### src/rtl/fetch_ctrl.sv
// Instruction fetch sequencer for a multi-cycle (stalling) instruction memory.
// It owns the PC and issues one read per instruction. It buffers the returned
// word until decode accepts it, applies branch redirects, squashes stale
// in-flight reads, and parks the front end on HALT.
// Optional feature: define FETCH_TIMEOUT_EN to bound the WAIT state. When the
// bound is reached, the sticky mem_err output is set and the front end is
// forced into HALT.
//
// state | meaning
// ------+-----------------------------------------------------------------
// ISSUE | read request driven at PC; repeated while mem_stall is high
// WAIT  | request accepted, waiting for mem_done (data dropped if squashed)
// HOLD  | word presented to decode; the next read is issued on the same
//       | cycle the word is consumed (gives the 2-cycle minimum latency)
// HALT  | front end parked; left only by branch or reset

module fetch_ctrl #(
  parameter int               WIDTH     = 16,
  parameter logic [WIDTH-1:0] RESET_PC  = 16'h0000,
  parameter logic [WIDTH-1:0] NOP_INSTR = 16'h0800,
  parameter int               TIMEOUT   = 64
) (
  input  logic             clk,
  input  logic             rst,
  input  logic             pipe_stall,
  input  logic             branch,
  input  logic [WIDTH-1:0] branch_PC,
  input  logic             halt,
  input  logic             mem_stall,
  input  logic             mem_done,
  input  logic [WIDTH-1:0] mem_data,
  output logic             mem_rd,
  output logic [WIDTH-1:0] mem_addr,
  output logic [WIDTH-1:0] instruc,
  output logic             instr_valid,
  output logic [WIDTH-1:0] seq_PC,
  output logic             halted,
  output logic             mem_err
);

  localparam logic [1:0] S_ISSUE = 2'd0;
  localparam logic [1:0] S_WAIT  = 2'd1;
  localparam logic [1:0] S_HOLD  = 2'd2;
  localparam logic [1:0] S_HALT  = 2'd3;

  logic [1:0]       state_q, state_d;
  logic [WIDTH-1:0] pc_q, pc_d;
  logic [WIDTH-1:0] pc_inc;
  logic [WIDTH-1:0] instr_q, instr_d;
  logic [WIDTH-1:0] seq_q, seq_d;
  logic             valid_q, valid_d;
  logic             squash_q, squash_d;
  logic             halted_q, halted_d;
  logic             consume;
  logic             hold_issue;
  logic             timeout_hit;

  assign pc_inc     = pc_q + WIDTH'(2);
  assign consume    = (state_q == S_HOLD) && !pipe_stall;
  // The next read overlaps the accept cycle, unless decode is halting
  // or a redirect is about to replace the PC.
  assign hold_issue = consume && !halt && !branch;

  // Read request is suppressed while reset is asserted.
  assign mem_rd      = rst && ((state_q == S_ISSUE) || hold_issue);
  assign mem_addr    = pc_q;
  assign instruc     = valid_q ? instr_q : NOP_INSTR;
  assign instr_valid = valid_q;
  assign seq_PC      = seq_q;
  assign halted      = halted_q;

`ifdef FETCH_TIMEOUT_EN
  localparam int CNT_W = $clog2(TIMEOUT + 1);
  localparam logic [CNT_W-1:0] CNT_MAX  = CNT_W'(TIMEOUT);
  localparam logic [CNT_W-1:0] CNT_LAST = CNT_W'(TIMEOUT - 1);

  logic [CNT_W-1:0] wait_cnt_q;
  logic             err_q;

  // Counts consecutive WAIT cycles. It restarts at zero on every entry to
  // WAIT and saturates so that a redirect on the final cycle cannot wrap it.
  always_ff @(posedge clk or negedge rst) begin
    if (!rst)                   wait_cnt_q <= '0;
    else if (state_q != S_WAIT) wait_cnt_q <= '0;
    else if (wait_cnt_q != CNT_MAX) wait_cnt_q <= wait_cnt_q + CNT_W'(1);
  end

  assign timeout_hit = (state_q == S_WAIT) && !branch && !mem_done &&
                       (wait_cnt_q >= CNT_LAST);

  // Sticky error flag; it is cleared only by reset.
  always_ff @(posedge clk or negedge rst) begin
    if (!rst)             err_q <= 1'b0;
    else if (timeout_hit) err_q <= 1'b1;
  end

  assign mem_err = err_q;
`else
  assign timeout_hit = 1'b0;
  assign mem_err     = 1'b0;
`endif

  // Next-state and datapath update. A branch overrides everything else.
  always_comb begin
    state_d  = state_q;
    pc_d     = pc_q;
    instr_d  = instr_q;
    seq_d    = seq_q;
    valid_d  = valid_q;
    squash_d = squash_q;
    halted_d = halted_q;
    if (branch) begin
      pc_d     = branch_PC & ~WIDTH'(1);
      valid_d  = 1'b0;
      halted_d = 1'b0;
      if ((state_q == S_WAIT) && !mem_done) begin
        squash_d = 1'b1;
      end else begin
        squash_d = 1'b0;
        state_d  = S_ISSUE;
      end
    end else begin
      case (state_q)
        S_ISSUE: begin
          if (!mem_stall) state_d = S_WAIT;
        end
        S_WAIT: begin
          if (mem_done) begin
            if (squash_q) begin
              squash_d = 1'b0;
              state_d  = S_ISSUE;
            end else begin
              instr_d = mem_data;
              valid_d = 1'b1;
              seq_d   = pc_inc;
              pc_d    = pc_inc;
              state_d = S_HOLD;
            end
          end else if (timeout_hit) begin
            halted_d = 1'b1;
            state_d  = S_HALT;
          end
        end
        S_HOLD: begin
          if (consume) begin
            valid_d = 1'b0;
            if (halt) begin
              halted_d = 1'b1;
              state_d  = S_HALT;
            end else if (mem_stall) begin
              state_d = S_ISSUE;
            end else begin
              state_d = S_WAIT;
            end
          end
        end
        default: begin
          state_d = S_HALT;
        end
      endcase
    end
  end

  // State and datapath registers.
  always_ff @(posedge clk or negedge rst) begin
    if (!rst) begin
      state_q  <= S_ISSUE;
      pc_q     <= RESET_PC;
      instr_q  <= NOP_INSTR;
      seq_q    <= RESET_PC + WIDTH'(2);
      valid_q  <= 1'b0;
      squash_q <= 1'b0;
      halted_q <= 1'b0;
    end else begin
      state_q  <= state_d;
      pc_q     <= pc_d;
      instr_q  <= instr_d;
      seq_q    <= seq_d;
      valid_q  <= valid_d;
      squash_q <= squash_d;
      halted_q <= halted_d;
    end
  end

endmodule
### config.mk
export PLATFORM = sky130hd
export DESIGN_NAME = fetch_ctrl
export DESIGN_NICKNAME = d
export VERILOG_FILES = /design/src/rtl/fetch_ctrl.sv
export SDC_FILE = /design/constraint.sdc
export NUM_CORES = 1
export LEC_CHECK = 0
export CORE_ASPECT_RATIO = 1.1
export CORE_MARGIN = 2
export CORE_UTILIZATION = 25
export CTS_CLUSTER_DIAMETER = 30
export DETAILED_ROUTE_END_ITERATION = 10
export GPL_ROUTABILITY_DRIVEN = 1
export SYNTH_ARGS = -nofsm -noshare
export SYNTH_HDL_FRONTEND = slang
export SYNTH_SLANG_ARGS = --single-unit
### constraint.sdc
create_clock -name clk -period 3.6 [get_ports clk]
set_input_delay 0.72 -clock clk [delete_from_list [all_inputs] [get_ports clk]]
set_output_delay 0.72 -clock clk [all_outputs]
set_load 0.01 [all_outputs]
# After elaboration in Yosys (flattened, before gate mapping)
# Index checks and enable logic that the tools add are counted.
dict set report totals {
  elab_cells 68
  reg_bits 53
  output_inout_bits 52
  in_bits 39
}
dict set report op_classes {
  n_mux 27
  n_reduce_logical 23
  bitwise_logic 2
  add_sub_neg 1
  n_eq_ne 8
}
# cell count
set ops {}
lappend ops {{2-to-1 mux 16 bit} 5}
lappend ops {{adder 16 x 2 -> 16 bit (second input constant)} 1}
lappend ops {{2-to-1 mux 2 bit} 7}
lappend ops {{2-to-1 mux 1 bit} 13}
lappend ops {{inequality test 3 bit (second input constant)} 4}
lappend ops {{AND reduction 4 bit} 3}
lappend ops {{nonzero test 2 bit} 5}
lappend ops {{one-hot mux 2 bit (3 select lines)} 1}
lappend ops {{AND reduction 3 bit} 2}
lappend ops {{logical AND 1 bit} 5}
lappend ops {{zero test 1 bit} 4}
lappend ops {{inequality test 2 bit (second input constant)} 2}
lappend ops {{nonzero test 3 bit} 1}
lappend ops {{equality test 2 x 1 -> 1 bit (second input constant)} 1}
lappend ops {{equality test 2 bit (second input constant)} 1}
lappend ops {{zero test 2 bit} 1}
lappend ops {{inverter 1 bit} 2}
lappend ops {{one-hot mux 1 bit (2 select lines)} 1}
lappend ops {{AND reduction 2 bit} 1}
lappend ops {{logical OR 1 bit} 1}

# Logic depth before layout (Yosys ltp)
# Gate-level depths: netlist (run 1).
dict set report depth {
  depth_word 6
  depth_mapped 7
  depth_no_buf 5
}

# Worst setup path after synthesis (run 1)
# OpenSTA, ideal clock, no wires.
dict set report synth_path {
  kind {input to output}
  startpoint {input branch}
  endpoint {output mem_rd}
  path_stages 4
  arrival_ns 1.440
  setup_slack_ns 1.440
  required_ns 2.880
  n_path_buf 1
  path_cell_list {clkbuf_1 nor3_1 nor2_1 nor3b_1}
}
dict set report synth_via {
  elab_chain_len 4
}
# item line_no
set synth_rtl {}
lappend synth_rtl {{start: declaration} 26} ;# input logic branch,
lappend synth_rtl {{zero test 1 bit} 62} ;# assign hold_issue = consume && !halt && !branch;
lappend synth_rtl {{logical AND 1 bit} 62}
lappend synth_rtl {{logical OR 1 bit} 65} ;# assign mem_rd = rst && ((state_q == S_ISSUE) || hold_issue);
lappend synth_rtl {{logical AND 1 bit} 65}
lappend synth_rtl {{end: declaration} 32} ;# output logic mem_rd,
# Every way passes these cells.

# Worst setup path after layout (run 1)
# Same ends and word-level chain as after synthesis.

==> results of run 1 <==
-- sequential cells by signal (all words and copies together), names as in the netlist --
register and count:
instr_q 16, instr_valid 1, squash_q 1, state_q 2
halted 1, seq_PC 15, mem_addr 15
-- report_power, final --
part           internal, mW  switching [mW]
Clock                 0.157           0.199
Combinational         0.445           0.379
Sequential            0.781           0.150
Total                  1.38           0.728
-- cell usage after synthesis (all sizes together), types with 3 or more instances --
library cell	number
buf	11
o21ai	29
xnor2	19
nor2b	5
clkbuf	9
nor2	11
nand3	5
nor4	7
a21oi	4
nand2	83
and2	16
xor2	3
inv	3
nor3	11
mux2i	3
dfrtp	49
-- worst paths after layout --
check,endpoint,slack [ns]
setup reg to reg,mem_addr[15],1.25
hold / removal,instr_q[11],0.46
setup / recovery,mem_rd,0.61
min in group asynchronous,mem_addr[13],0.60
max in group asynchronous,seq_PC[11],2.58
hold reg to reg,instr_q[11],0.46
-- through the flow --
| stage | area, µm² | setup slack [ns] | total power, mW | instances |
|---|---|---|---|---|
| 2_1_floorplan | 2570 | 1.44 | 1.33 | 292 |
| 3_3_place_gp | 3510 | 0.548 | 1.76 | 482 |
| 3_5_place_dp | 3510 | 0.540 | 1.79 | 482 |
| 4_1_cts | 3600 | 0.572 | 2.15 | 490 |
| 5_1_grt | 3610 | 0.486 | 2.27 | 490 |
| 6_report | 3610 | 0.613 | 2.11 | 490 |
-- metal layers --
| layer | vias up | global-route usage (%) |
|---|---|---|
| met5 | - | 0 |
| met1 | 973 | 17.6 |
| li1 | 1107 | - |
| met3 | 7 | 2.59 |
| met4 | 0 | 2.94 |
| met2 | 52 | 19.4 |
-- kinds of logic (layout without fill, tap and decap cells) --
logic type,Yosys count,in the layout,synth area share (%)
compound gates,39,39,8.58
mux,5,5,2.05
fa+ha+maj,1,1,0.487
other cells,1,3,0.146
flops,51,51,49.8
xor+xnor,22,22,7.51
simple gates,148,148,26.9
buf+inv,23,101,4.49
-- worst reg2reg max path: cells and delay by family, from the launching register on --
kind,cells,cell delay [ns]
multiplexers,1,0.40
AND/OR/NAND/NOR,2,1.11
flip-flops,1,0.48
AO/OA/AOI/OAI,1,0.25
-- placed cells by master (no fill, tap or decap), types with 2 or more instances in the layout --
cell,synthesis,routed
a21oi_1,4,4
nor4_1,7,7
dfstp_2,2,2
a211o_1,2,2
nor2_1,11,10
clkbuf_8,0,6
a221o_1,2,2
nor3_1,11,11
nor2b_1,5,5
mux2_2,2,2
inv_1,3,3
and3_1,2,2
o21ai_0,25,25
xnor2_1,19,19
clkdlybuf4s50_1,0,85
buf_4,3,4
dfrtp_1,49,49
mux2i_1,3,3
nand3_1,5,5
xor2_1,3,3
o21ai_1,4,4
conb_1,1,3
and2_1,16,16
nand2_1,83,83
-- area by class of cell --
type,instances,area (µm²)
multi-input combinational,218,1180
clock buffer,6,82.6
fill,1032,6330
clock inverter,2,16.3
tap,120,150
inverter,3,11.3
timing repair buffer,90,886
sequential,51,1280
==> summary.txt, run 1 <==
Setup path
  • Kind of cell adding the most delay to the critical path: buffers and inverters
  • Critical Path Start: branch
  • R2r startpoint: mem_addr[4]
  • CP most frequent cell: clkdlybuf4s50_1
  • Startpoint Class: input pin
  • CP Depth: 5
  • Worst EP arrival: 2.27 ns
  • CP required: 2.88 ns
  • CP cell instances: clkdlybuf4s50_1, nor3_1, nor2_1, nor3b_1, clkdlybuf4s50_1
  • Highest cell delay on the worst timing path: 0.57 ns
  • CP max FO: 2
  • Setup crit end kind: primary output
  • Slowest-stage cell, CP: clkdlybuf4s50_1
  • Setup CP Type: in -> out
  • CP Buf/Inv Count: 2
  • R2r worst-path depth: 4

Place
  • Buffers on Ports: 86
  • GPL Wtd Cong: 0.766
  • Final HPWL from detailed placement: 4890 µm

Routing
  • Met2 wire len: 3030 µm
  • Met3 wire length: 235 µm
  • Drt first-iter violations: 73
  • WL met1: 3270 µm
  • Vias post-DR: 2139
  • # DRC: 0
  • Post-route ant nets: 0
  • Wire length per cell: 13.5 µm
  • 1st-pass router iterations: 4
  • Via/cell ratio: 4.37
  • Total wire length: 6600 µm
  • Top sig layer: met4

CTS
  • CTS H-tree lvls: 2
  • CTS sink cnt: 51
  • Post-CTS setup buffers: 0
  • Worst skew pair latency: 0.31 ns
  • Clock transition at path regs: 0.10 ns
  • CTS tree: done
  • CTS buffer count: 5
  • Clk buf depth: 2
  • Hold_buf cts: 0
  • Post-cts resize count: 0
  • Root Driver: clkbuf_8

Die
  • I/O Pins: 91
  • Die ar.: 11100 µm²
  • Die width: 101 µm
  • Initial core utilization: 25.8%
  • Core Box Area: 9940 µm²
  • Row count: 38
  • Die Span Y: 110 µm

Final layout
  • Nets: 409
  • Final Util: 36.3%
  • N_diodes: 0
  • Area delta synth->final: 40.6%
  • Fraction of layout cells with a size suffix above 1: 5.68%

STA
  • Tcrit/Tclk final: 83.0%
  • F_max: 335 MHz
  • Final setup fails: 0
  • Worst-Margin Slew: 0.759 ns
  • Tmin final: 2.99 ns
  • RSZ-0062 raised after global routing: no
  • Setup TNS: 0 ns
  • Final hold vios: 0
  • Final hold slack: 0.463 ns
  • Layout Skew: 0.0126 ns
  • Rel. slew slack: 49.4%
  • Slew Viols, Final: 0

Logic synthesis
  • Synthesis warning total: 0
  • Synth area leaders: dfrtp_1, nand2_1, xnor2_1, o21ai_0, and2_1
  • Asr flop ratio synth: 100%
  • Cell variety after synth: 37
  • Main flop type after synthesis: dfrtp_1
  • EDFF count, synth: 0
  • Synth Instances: 290
  • Synthesized area per cell: 8.85 µm²
  • Yosys top cell by area: dfrtp_1
  • Synth Cell Area: 2570 µm²
  • Sequential area share after synthesis: 49.8%
  • Top-area cell type share of the netlist area: 47.8%
  • Yosys reg bits: 51

Hold path
  • Worst hold path stage count: 2
  • HP Class: reg -> reg
  • Hold path start: instr_q[11]

Global routing
  • First-pass GRT wire length: 10700 µm
  • Vias in the first global route: 2045
  • Antenna violations before repair: 0
  • Gr usage total: 12.4%
  • Grt ovf: 0
  • Pin count of the biggest net entering global routing: 52

Power
  • Leakage power: 1.49 nW
  • Pwr dens: 585 nW/µm²
  • Peak supply drop: 0.166 mV

Flow run
  • Maxcap violations: 0

Run status
  • Status: finished clean
Note: power is estimated with default switching activity, not from simulation.
==> run 2, diff against run 1 <==
==> constraint.sdc (replaced) <==
create_clock -name clk -period 2.9 [get_ports clk]
set_input_delay 0.58 -clock clk [delete_from_list [all_inputs] [get_ports clk]]
set_output_delay 0.58 -clock clk [all_outputs]
set_load 0.01 [all_outputs]
==> summary.txt, run 2 (synthesized netlist as in run 1, its figures left out) <==
Run status
  • Status: finished clean

STA
  • Layout Skew: 0.0119 ns (-0.000759 ns)
  • RSZ-0062 raised after global routing: no
  • F_max: 370 MHz
  • Rel. slew slack: 55.0% (+5.6 points)
  • Slew Viols, Final: 0 (unchanged)
  • Worst-Margin Slew: 0.675 ns (-0.0837 ns)
  • Setup TNS: 0 ns (unchanged)
  • Final setup fails: 0 (unchanged)
  • Final hold slack: 0.467 ns (+0.00362 ns)
  • Tcrit/Tclk final: 93.3%
  • Final hold vios: 0 (unchanged)
  • Tmin final: 2.71 ns

Final layout
  • Final cell count without fillers: 494 (+0.82%)
  • Top reg by flops: instr_q
  • Fraction of layout cells with a size suffix above 1: 6.42% (+0.74 points)
  • Area delta synth->final: 41.6%
  • N_diodes: 0 (unchanged)
  • Commonest non-fill, non-tap cell in the layout: clkdlybuf4s50_1
  • Most frequent cells in the layout: clkdlybuf4s50_1, nand2_1, dfrtp_1, o21ai_0, xnor2_1
  • Nets: 413 (+0.98%)
  • Max FFs per register: 16 (unchanged)
  • Final instance area: 3630 µm² (+0.76%)

Routing
  • Post-route ant nets: 0 (unchanged)
  • Drt first-iter violations: 122 (+67%)
  • # DRC: 0 (unchanged)
  • Vias post-DR: 2218 (+3.7%)
  • Via/cell ratio: 4.49 (+2.9%)
  • Wire length per cell: 13.7 µm (+1.3%)
  • 1st-pass router iterations: 4 (unchanged)
  • Total wire length: 6740 µm (+2.2%)

CTS
  • CTS sink cnt: 51 (unchanged)
  • Hold_buf cts: 0 (unchanged)
  • CTS H-tree lvls: 2 (unchanged)
  • Post-CTS setup buffers: 0 (unchanged)
  • Worst skew pair latency: 0.31 ns (about the same)
  • Root Driver: clkbuf_8
  • CTS tree: done
  • CTS buffer count: 5 (unchanged)
  • Post-cts resize count: 0 (unchanged)
  • Clk buf depth: 2 (unchanged)
  • Clock transition at path regs: 0.09 ns (about the same)

Global routing
  • Vias in the first global route: 2145 (+4.9%)
  • Grt ovf: 0 (unchanged)
  • Pin count of the biggest net entering global routing: 52 (unchanged)
  • First-pass GRT wire length: 10800 µm (+1.1%)
  • Gr usage total: 12.3% (-0.054 points)
  • Antenna violations before repair: 0 (unchanged)

Die
  • Die ar.: 11100 µm² (unchanged)
  • I/O Pins: 91 (unchanged)
  • Row count: 38 (unchanged)
  • Die Span Y: 110 µm (unchanged)
  • Die width: 101 µm (unchanged)
  • Core Box Area: 9940 µm² (unchanged)
  • Initial core utilization: 25.8% (unchanged)

Setup path
  • Setup crit end kind: primary output
  • CP Buf/Inv Count: 2 (unchanged)
  • Worst EP arrival: 2.13 ns (-0.14 ns)
  • Slowest-stage cell, CP: clkdlybuf4s50_1
  • Startpoint Class: input pin
  • Kind of cell adding the most delay to the critical path: buffers and inverters
  • CP most frequent cell: clkdlybuf4s50_1
  • CP required: 2.32 ns (-0.56 ns)
  • Setup CP Type: in -> out
  • CP cell instances: clkdlybuf4s50_1, nor3_1, nor2_1, nor3b_1, clkdlybuf4s50_1
  • Highest cell delay on the worst timing path: 0.58 ns (about the same)
  • CP max FO: 2 (unchanged)

Place
  • GPL Wtd Cong: 0.779 (+1.7%)
  • Placed cell areas: 3540 µm² (+0.86%)
  • Placed Cells: 486 (+0.83%)
  • Final HPWL from detailed placement: 5090 µm (+4.1%)
  • Buffers on Ports: 86 (unchanged)

Power
  • Pwr dens: 725 nW/µm² (+24%)
  • Peak supply drop: 0.215 mV (+30%)
  • Leakage power: 1.51 nW (+1.2%)

Flow run
  • Maxcap violations: 0 (unchanged)

Hold path
  • HP Class: reg -> reg
==> run 2: cell count changes in the layout (fill, tap and decap cells not counted), sizes merged <==
cell  before  now
buf        5    9
==> run 2: final timing paths <==
check                       startpoint  cells past startpoint            to  slack, ns
max reg2reg                mem_addr[4]                      5  mem_addr[15]       0.79
max in group asynchronous          rst                      2    instr_q[0]       1.98
min reg2reg                instr_q[11]                      2   instr_q[11]       0.47
max                             branch                      5        mem_rd       0.19
min                        instr_q[11]                      2   instr_q[11]       0.47
min in group asynchronous          rst                      2  mem_addr[11]       0.48
==> run 2: cell type report <==
class,count,area [µm²]
clock buffers,6,82.6
multi-input cells,218,1180
clock inverters,2,16.3
fillers,1013,6300
flip-flops and latches,51,1280
inverters,3,11.3
well taps,120,150
repair buffers,94,916
==> run 2: layer usage <==
layer	part of all wire [%]	wire length (µm)	vias to the layer above	global-route usage (%)
li1	-	-	1120	-
met5	0	0	-	0
met2	47	3170	59	20.1
met1	48	3240	1034	17.1
met4	0.82	55	0	2.74
met3	4.2	282	5	2.27
==> run 2: worst min-delay path, cell delays in order, from the launching register on <==
cell and delay, ns:
dfstp_2 0.38, nand2_1 0.04, nand2_1 0.05
==> run 2: per-stage QoR <==
stage	power (mW)	worst slack (ns)	util [%]
finish	2.64	0.194	36.6
global route	2.85	0.103	36.6
CTS	2.69	0.157	36.6
detailed placement	2.24	0.176	35.6
global placement	2.20	0.145	35.6
floorplan	1.65	1.02	-
==> run 2: report_power, final <==
| group | internal (mW) | switching, mW | total, mW | leakage, nW |
|---|---|---|---|---|
| Combinational | 0.564 | 0.474 | 1.04 | 0.836 |
| Clock | 0.195 | 0.241 | 0.437 | 0.0474 |
| Sequential | 0.970 | 0.191 | 1.16 | 0.629 |
| Total | 1.73 | 0.907 | 2.64 | 1.51 |
==> patch: new RTL, settings of run 2 <==
The parameter `WIDTH` goes from 16 to 14.
--- a/src/rtl/fetch_ctrl.sv
+++ b/src/rtl/fetch_ctrl.sv
@@ -17,3 +17,3 @@
 module fetch_ctrl #(
-  parameter int               WIDTH     = 16,
+  parameter int               WIDTH     = 14,
   parameter logic [WIDTH-1:0] RESET_PC  = 16'h0000,
Interface: changed (5 resized); port bits go from 91 to 81. No check against the original RTL was run, so the function may have changed too.
==> patch against run 2 <==
Sequential cell count shrank 6. Synthesized area down 9.1%. Largest power group unchanged. Cell area decreased by 9.1%. Total power is 5.3% lower. Critical path depth unchanged. Non-clock buffer count down 14. Worst setup slack improved by 0.059 ns. Wire length down 16%. Final cell count shrank 17%. Synthesized cell count fell by 23%.
==> patch: results (changes against run 2) <==
| Metric | Value |
|---|---|
| Largest cells by area after synthesis | dfrtp_1 46%, mux2_2 7.7%, xnor2_1 6.8% (was dfrtp_1 48%, nand2_1 12%, xnor2_1 6.5%) |
| Via density | 4.40 (was 4.49) |
| First-pass GRT wire length | 9080 µm (was 10,800 µm) |
| Initial drt markers | 106 (was 122) |
| Layout Cells excl Fill | 410 (was 494) |
| Fraction of the mapped netlist area in adder cells | 0.00536 (was 0.00488) |
| DRT met1 WL | 2460 µm (was 3240 µm) |
| Post-Synthesis Cells | 223 (was 290) |
| Worst r2r dst | seq_PC[11]$_DFFE_PN0P_ (was mem_addr[15]$_DFFE_PN0P_) |
| Post-synth top cells | 43 x dfrtp_1, 21 x nor2_1, 18 x nand2_1, 18 x xnor2_1, 16 x mux2_2 (was 83 x nand2_1, 49 x dfrtp_1, 25 x o21ai_0) |
| Tot GR Track Use | 0.116 (was 0.123) |
| Largest net degree at the start of global routing | 46 (was 52) |
| Met3 usage | 0.0315 (was 0.0227) |
| Metal3 WL | 338 µm (was 282 µm) |
| Slew margin rel. | 0.605 (was 0.550) |
| Xor/xnor share of the synthesized area | 0.0863 (was 0.0751) |
| Count of different cell masters after synthesis | 40 (was 37) |
| Post-synthesis mux area share | 0.0815 (was 0.0205) |
| Crit path from | halt (was branch) |
| Vias in the first global route | 1,792 (was 2,145) |
| Hold Slack | 0.367 ns (was 0.467 ns) |
| Worst IR Drop VDD | 0.284 mV (was 0.215 mV) |
| Placed inst area | 3190 µm² (was 3540 µm²) |
| Placed instance count | 402 (was 486) |
| Status | finished, final reports clean (unchanged) |
| Layout Skew | 0.00333 ns (was 0.0119 ns) |
| I/O Buffers | 76 (was 86) |
| Register area share after synthesis | 0.484 (was 0.498) |
| Max reg flops | 14 (was 16) |
| Routability cong. | 0.733 (was 0.779) |
| Met1 GRT Util | 0.150 (was 0.171) |
| Flop2flop setup slack | 1.19 ns (was 0.79 ns) |
[patch: changes by cell type in the layout (fill, tap and decap cells not counted), moves of 3 or more]
cell	before	now
a21oi_1	4	14
clkdlybuf4s50_1	85	75
mux2_2	2	16
nor3_1	11	8
nor2b_1	5	1
nor2_1	11	21
buf_4	8	3
nand2_1	83	18
o21ai_0	25	14
nor4_1	7	0
dfrtp_1	49	43
[patch: layout make-up]
cell class,count,share of cell area
well taps,114,0.0431
clock buffers,6,0.0250
repair buffers,80,0.241
clock inverters,2,0.0114
flip-flops and latches,45,0.341
multi-input cells,161,0.335
inverters,2,0.00227
[patch: power by group]
group / total [W] / internal, W / switching (W) / leakage [nW]
registers: 0.00105 / 0.000868 / 0.000182 / 0.537
clock network: 0.000508 / 0.000280 / 0.000227 / 0.0574
logic: 0.000938 / 0.000564 / 0.000374 / 0.656
